==> config.mk <==
export PLATFORM = sky130hd
export DESIGN_NAME = div_clk_monitor
export DESIGN_NICKNAME = d
export VERILOG_FILES = /design/src/rtl/div_clk_monitor.sv
export SDC_FILE = /design/constraint.sdc
export NUM_CORES = 1
export LEC_CHECK = 0
export ABC_CLOCK_PERIOD_IN_PS = 3200
export CORE_MARGIN = 4
export CORE_UTILIZATION = 45
export DETAILED_ROUTE_END_ITERATION = 8
export HOLD_SLACK_MARGIN = 0.02
export MAX_ROUTING_LAYER = met4
export PLACE_DENSITY = 0.66
export SETUP_SLACK_MARGIN = 0.15
export SYNTH_ARGS = -nofsm -noshare
export SYNTH_HDL_FRONTEND = slang
export SYNTH_SLANG_ARGS = --single-unit
==> constraint.sdc <==
create_clock -name clk -period 3.2 [get_ports clk]
set_input_delay 0.8 -clock clk [delete_from_list [all_inputs] [get_ports clk]]
set_output_delay 0.8 -clock clk [all_outputs]
set_load 0.01 [all_outputs]
==> src/rtl/div_clk_monitor.sv <==
// Period / high-time monitor for a divided clock sampled as data in the clk domain.
// Optional duty check enabled by defining DIV_MON_DUTY_CHECK_EN.
module div_clk_monitor #(
    parameter int CNT_W       = 16,
    parameter int SYNC_STAGES = 2,
    parameter int EXP_PERIOD  = 5,
    parameter int EXP_HIGH    = 2,
    parameter int TOL         = 1,
    parameter int LOCK_CNT    = 4,
    parameter int TIMEOUT     = 1024
) (
    input  logic             clk,
    input  logic             rst,
    input  logic             sig_in,
    input  logic             meas_ready,
    output logic             meas_valid,
    output logic [CNT_W-1:0] period,
    output logic [CNT_W-1:0] high_time,
    output logic             period_err,
    output logic             duty_err,
    output logic             overrun,
    output logic             timeout,
    output logic             lock
);

    localparam int GOOD_W = $clog2(LOCK_CNT + 1);

    typedef enum logic {SEEK, RUN} state_t;

    state_t                   state, state_next;
    logic [SYNC_STAGES-1:0]   sync_p0;
    logic                     s, s_d, rise;
    logic [CNT_W-1:0]         per_cnt, high_cnt;
    logic [GOOD_W-1:0]        good_cnt;
    logic                     start, capture, tmo_hit, transfer;
    logic                     period_ok, duty_ok, bad;

    function automatic logic [CNT_W-1:0] sat_inc(input logic [CNT_W-1:0] v);
        return (&v) ? v : v + 1'b1;
    endfunction

    // One extra bit keeps the signed difference free of wraparound.
    function automatic logic within_tol(input logic [CNT_W-1:0] val, input int expv);
        logic signed [CNT_W:0] diff;
        diff = $signed({1'b0, val}) - $signed((CNT_W+1)'(expv));
        if (diff < 0) diff = -diff;
        return diff <= $signed((CNT_W+1)'(TOL));
    endfunction

    assign s         = sync_p0[SYNC_STAGES-1];
    assign rise      = s & ~s_d;
    assign transfer  = meas_valid & meas_ready;
    assign period_ok = within_tol(per_cnt, EXP_PERIOD);
`ifdef DIV_MON_DUTY_CHECK_EN
    assign duty_ok   = within_tol(high_cnt, EXP_HIGH);
`else
    assign duty_ok   = 1'b1;
`endif
    assign bad       = ~period_ok | ~duty_ok;
    assign lock      = (good_cnt == GOOD_W'(LOCK_CNT));

    always_ff @(posedge clk or posedge rst) begin
        if (rst) state <= SEEK;
        else     state <= state_next;
    end

    always_comb begin
        state_next = state;
        start      = 1'b0;
        capture    = 1'b0;
        tmo_hit    = 1'b0;
        case (state)
            SEEK: begin
                if (rise) begin
                    start      = 1'b1;
                    state_next = RUN;
                end
            end
            RUN: begin
                if (rise) begin
                    capture = 1'b1;
                end else if (per_cnt == CNT_W'(TIMEOUT)) begin
                    tmo_hit    = 1'b1;
                    state_next = SEEK;
                end
            end
            default: state_next = SEEK;
        endcase
    end

    // stage p0: synchroniser and edge history
    always_ff @(posedge clk or posedge rst) begin
        if (rst) begin
            sync_p0 <= '0;
            s_d     <= 1'b0;
        end else begin
            sync_p0 <= {sync_p0[SYNC_STAGES-2:0], sig_in};
            s_d     <= s;
        end
    end

    // stage p1: counters, capture, status and handshake
    always_ff @(posedge clk or posedge rst) begin
        if (rst) begin
            per_cnt    <= '0;
            high_cnt   <= '0;
            good_cnt   <= '0;
            period     <= '0;
            high_time  <= '0;
            meas_valid <= 1'b0;
            period_err <= 1'b0;
            duty_err   <= 1'b0;
            overrun    <= 1'b0;
            timeout    <= 1'b0;
        end else begin
            period_err <= capture & ~period_ok;
            duty_err   <= capture & ~duty_ok;

            if (start || capture) begin
                per_cnt  <= CNT_W'(1);
                high_cnt <= CNT_W'(1);
            end else if (state == RUN && !tmo_hit) begin
                per_cnt <= sat_inc(per_cnt);
                if (s) high_cnt <= sat_inc(high_cnt);
            end

            if (capture) begin
                period    <= per_cnt;
                high_time <= high_cnt;
                timeout   <= 1'b0;
                if (bad)       good_cnt <= '0;
                else if (!lock) good_cnt <= good_cnt + 1'b1;
            end else if (tmo_hit) begin
                timeout  <= 1'b1;
                good_cnt <= '0;
            end

            if (capture) begin
                meas_valid <= 1'b1;
                if (meas_valid && !meas_ready) overrun <= 1'b1;
                else if (transfer)             overrun <= 1'b0;
            end else if (transfer) begin
                meas_valid <= 1'b0;
                overrun    <= 1'b0;
            end
        end
    end

endmodule

-- Word-level counts from Yosys, hierarchy flattened
Index checks and enable logic that the tools add are counted.
- reductions and logical operators: 14
- equal/unequal tests: 5
- $add $sub $neg: 5
- bitwise logic cells: 6
- muxes and demuxes: 28
- $lt $le $gt $ge: 2
- operators with widths (cell ; count):
    $mux 16 ; 7
    $add 16x1->16 const B ; 2
    $reduce_and 16->1 ; 2
    $le 17x2->1 const B ; 1
    $lt 17x1->1 const B ; 1
    $mux 17 ; 1
    $neg 17->17 ; 1
    $sub 16x3->17 const B ; 1
    $eq 16x11->1 const B ; 1
    $mux 1 ; 15
    $mux 3 ; 4
    $reduce_bool 2->1 ; 4
    $ne 2x2->1 const B ; 2
    $reduce_and 2->1 ; 2
    $add 3x1->3 const B ; 1
    $and 1x1->1 ; 3
    $eq 3x3->1 const B ; 1
    $ne 3x3->1 const B ; 1
    $not 1->1 ; 3
    $reduce_and 3->1 ; 1
    $logic_and 1x1->1 ; 2
    $logic_not 1->1 ; 2
    $pmux 1 s2 ; 1
    $logic_or 1x1->1 ; 1
- logic and storage cells: 72
- flip-flop bits (word level): 75

-- Depth between registers and ports, before layout
- depth after elaboration: 8
- depth in mapped cells: 11
- mapped depth without buffers: 9

-- Least setup slack after synthesis
OpenSTA, ideal clock, no wires.
- path type: flip-flop to flip-flop
- start: register per_cnt[0]
- end: register good_cnt[2]
- slack: 0.528 ns
- buffers on the path: 2
- library setup time: 0.077 ns
- data required time: 3.123 ns
- arrival: 2.595 ns
- stages on the path, launching flop included: 12
- clock period less this slack: 2.672 ns
- cells stage by stage: dfrtp_1 clkbuf_1 inv_1 ha_1 nor2b_1 clkbuf_1 or4b_2 o311ai_0 nand4_1 a2111oi_2 nand2_1 a21oi_1
- longest elaborated chain between the ends: 6
- elaborated cells between the ends (all ways): 14
- classes of those cells: add/sub (2); order compare (2); eq/ne (2); mux (6); reduce/logical (2)
- RTL lines (what ; RTL line ; RTL):
    start, declared ; 33 ; logic [CNT_W-1:0] per_cnt, high_cnt;
    start signal, assigned ; 123 ; per_cnt <= sat_inc(per_cnt);
    $sub 16x3->17 or $eq 16x11->1 (tied branches) ; 45, 82 ;
    $neg 17->17, or another cell as far along ; 46 ; if (diff < 0) diff = -diff;
    $mux 17 or $mux 1 (tied branches) ; 46, 80 ;
    $le 17x2->1 or $mux 1 (tied branches) ; 47, 72 ;
    $ne 3x3->1 (no source line), or another cell as far along ; n/a ;
    $reduce_and 2->1 (no source line) or $mux 3 (tied branches) ; n/a ;
    end signal, assigned ; 132 ; else if (!lock) good_cnt <= good_cnt + 1'b1;
    end, declared ; 34 ; logic [GOOD_W-1:0] good_cnt;
Parallel ways exist; a longest one is shown, timed or not.
A chain may end at the register's enable or synchronous reset.

-- Worst setup path after layout
- start: register per_cnt[1]
- end: register good_cnt[2]
Same word-level chain as after synthesis.

==> results.tsv <==
metric	value	unit
ios	42	
postPlaceCellArea	4230	sq um
finalMaxSlewViolations	0	
drt_wl_total	7630	um
synth-edff-count	0	
tritoncts	yes	
status	complete, no violations	
cellLeakagePower	1.99	nW
grt_pass1_vias	2740	
drive_above_1_share	0.153	
p_total	2.54	mW
antenna_found_initial	0	
path_clk_slew	0.08	ns
die_area	9850	sq um
critical-path-top-delay-family	simple AND/OR/NAND/NOR gates	
final_area	4410	sq um
area_growth	17.6	%
setup_slack	0.396	ns
p_sw	0.831	mW
p_int	1.71	mW
final.setup.tns	0	ns
netlist.area_leader.share	0.501	
root_buffer	clkbuf_8	
initial_core_util	0.458	
critPathArrivalTime	3.08	ns
r2r_slack	0.40	ns
synth-seq-area-share	0.501	
yosys-mux-area-fraction	0.0868	
dr.pass1.iters	4	
path_class	reg -> reg	
final_antenna_net_count	0	
hpwl	5210	um
clock-sinks	75	
diodes	0	
synth_adder_area_share	0.0200	
yosysTopAreaCell	dfrtp_1	
synth-seq-cells	75	
clock_power_share	0.261	
path_cells	inv_1 > ha_1 > nor2b_2 > or4b_2 > o311ai_0 > nand4_1 > a2111oi_2 > nand2_1 > a21oi_1	
clock_skew	0.00659	ns
dp_cells	490	
row_count	33	
yosysUniqueCellTypes	50	
cap_violations	0	
numCtsBuffers	9	
avgViaCountPerCell	5.49	
synthesis.area	3750	sq um
tightest_slew	0.784	ns
wl_per_cell	15.1	um
grt_pass1_wl	13100	um
hold_viol_final	0	
yosys.area_share.xor_xnor	0.0725	
post-route-period-util	0.876	
die_width	99.3	um
fmax	357	MHz
crit_slowest_cell	or4b_2	
async_flop_share	1.00	
seqPwrFrac	0.446	
nNetsFinal	406	
routabilityCongestion	0.904	
dp_slack	0.420	ns
synth_fp_nets	373	
drtIter0Drc	140	
p_per_area	576	nW/um^2
synth_top_family_by_area	simple AND/OR/NAND/NOR gates	
rsz0062_at_grt	no	
hp-class	reg -> reg	
critPathLaunchType	register	
die_h	99.3	um
ir_worst_vdd	0.296	mV
ys_warn_count	0	
grt_max_degree	76	
netlist_top_cells_area	dfrtp_1 (50%), mux2_2 (8.4%), xor2_1 (4.4%)	
combPwrFrac	0.293	
dominantRegCellSynth	dfrtp_1	
final_cells	505	
switching_share	0.327	
relSlewSlack	0.474	
setup_viol	0	
grt_util_all_layers	0.169	
core-area	8180	sq um
crit_fanout	8	
final_util	0.539	
crit_buf_inv	1	
postCtsSetupBuffers	0	
synthCells	363	
vias	2771	
synth-simple-area-share	0.201	
htreeDepth	3	
grt_overflow	0	
end_kind	register	
clockBufferDepth	2	
fin_hold_ws	0.363	ns
cpPeakStageDelay	0.61	ns
required	3.47	ns
clk-insertion-delay-late	0.34	ns
fin_crit	2.80	ns
syn_area_per_cell	10.3	sq um
drc_errors	0	
synth-compound-area-share	0.0765	
numPortBuffers	40	
[layout make-up]
| class | instances | area (sq um) |
|---|---|---|
| fill | 752 | 3770 |
| clock inverter | 4 | 26.3 |
| timing repair buffer | 48 | 473 |
| tap | 105 | 131 |
| clock buffer | 11 | 151 |
| inverter | 8 | 30.0 |
| sequential | 75 | 1880 |
| multi-input combinational | 254 | 1720 |
[sequential cells by signal, summed over array words and instances, names as in the netlist, named ones only]
name	count
good_cnt	3
s_d	1
timeout	1
period_err	1
per_cnt	16
state	1
sync_p0	2
high_time	16
period	16
meas_valid	1
high_cnt	16
[metal layers]
layer / GRT usage / part of all wire
met2: 0.267 / 0.49
met4: 0.0704 / 0.013
met3: 0.0273 / 0.028
met5: - / 0
met1: 0.216 / 0.47
[worst paths after layout]
check | start | endpoint | cells after the start
worst min register to register | sync_p0[0] | sync_p0[1] | 0
max in group asynchronous | rst | per_cnt[2] | 3
worst max-delay path | per_cnt[1] | good_cnt[2] | 9
worst max register to register | per_cnt[1] | good_cnt[2] | 9
min in group asynchronous | rst | high_time[2] | 3
worst min-delay path | sync_p0[0] | sync_p0[1] | 0
[layout by cell type, fill, tap and decap left out, types with 2 or more instances in the layout]
| cell | instances |
|---|---|
| clkbuf_8 | 11 |
| clkinv_2 | 2 |
| o21ai_1 | 3 |
| nand4_1 | 10 |
| and4_1 | 5 |
| nor3_1 | 8 |
| or3_1 | 9 |
| o21a_1 | 2 |
| nand3_1 | 11 |
| dfrtp_1 | 75 |
| nor4_1 | 4 |
| nand2b_1 | 3 |
| o21ai_0 | 17 |
| inv_1 | 7 |
| a21oi_1 | 11 |
| xor2_1 | 19 |
| nor2b_1 | 2 |
| nand3b_1 | 2 |
| nor2_1 | 35 |
| and3_1 | 12 |
| clkdlybuf4s50_1 | 40 |
| buf_4 | 7 |
| nor2b_2 | 2 |
| nand2_1 | 30 |
| ha_1 | 6 |
| mux2_2 | 28 |
| xnor2_1 | 12 |
[power by group through the flow]
stage	clock network, mW	logic (mW)	registers [mW]
floorplan	0	0.569	1.14
global placement	0	0.725	1.15
detailed placement	0	0.738	1.15
CTS	0.682	0.742	1.13
global route	0.721	0.821	1.16
finish	0.663	0.743	1.13
[cells by family after synthesis]
logic type      Yosys count
simple gates            142
flops                    75
compound gates           45
buf+inv                  34
xor+xnor                 31
mux                      29
fa+ha+maj                 6
other cells               1
[worst register-to-register path: cells and delay by family (launching register included)]
family | cells | cell delay, ns
compound gates | 3 | 0.82
flops | 1 | 0.46
buf+inv | 1 | 0.12
simple gates | 4 | 1.05
fa+ha+maj | 1 | 0.28
[synthesized netlist by cell type, types with 2 or more instances]
| cell type | number |
|---|---|
| a21oi_1 | 11 |
| and3_1 | 12 |
| and4_1 | 5 |
| buf_1 | 3 |
| buf_2 | 2 |
| buf_6 | 3 |
| clkbuf_1 | 17 |
| dfrtp_1 | 75 |
| ha_1 | 6 |
| inv_1 | 8 |
| mux2_2 | 28 |
| nand2_1 | 30 |
| nand2b_1 | 3 |
| nand3_1 | 11 |
| nand3b_1 | 2 |
| nand4_1 | 10 |
| nor2_1 | 35 |
| nor2b_1 | 4 |
| nor3_1 | 8 |
| nor4_1 | 4 |
| o21a_1 | 2 |
| o21ai_0 | 17 |
| o21ai_1 | 3 |
| or3_1 | 9 |
| xnor2_1 | 12 |
| xor2_1 | 19 |
[what timing repair did]
action	CTS	global route
hold buffers	0	0
gates resized for setup	0	1
setup endpoints to repair	0	3
endpoints found under the hold margin	0	0
Note: power is estimated with default switching activity, not from simulation.
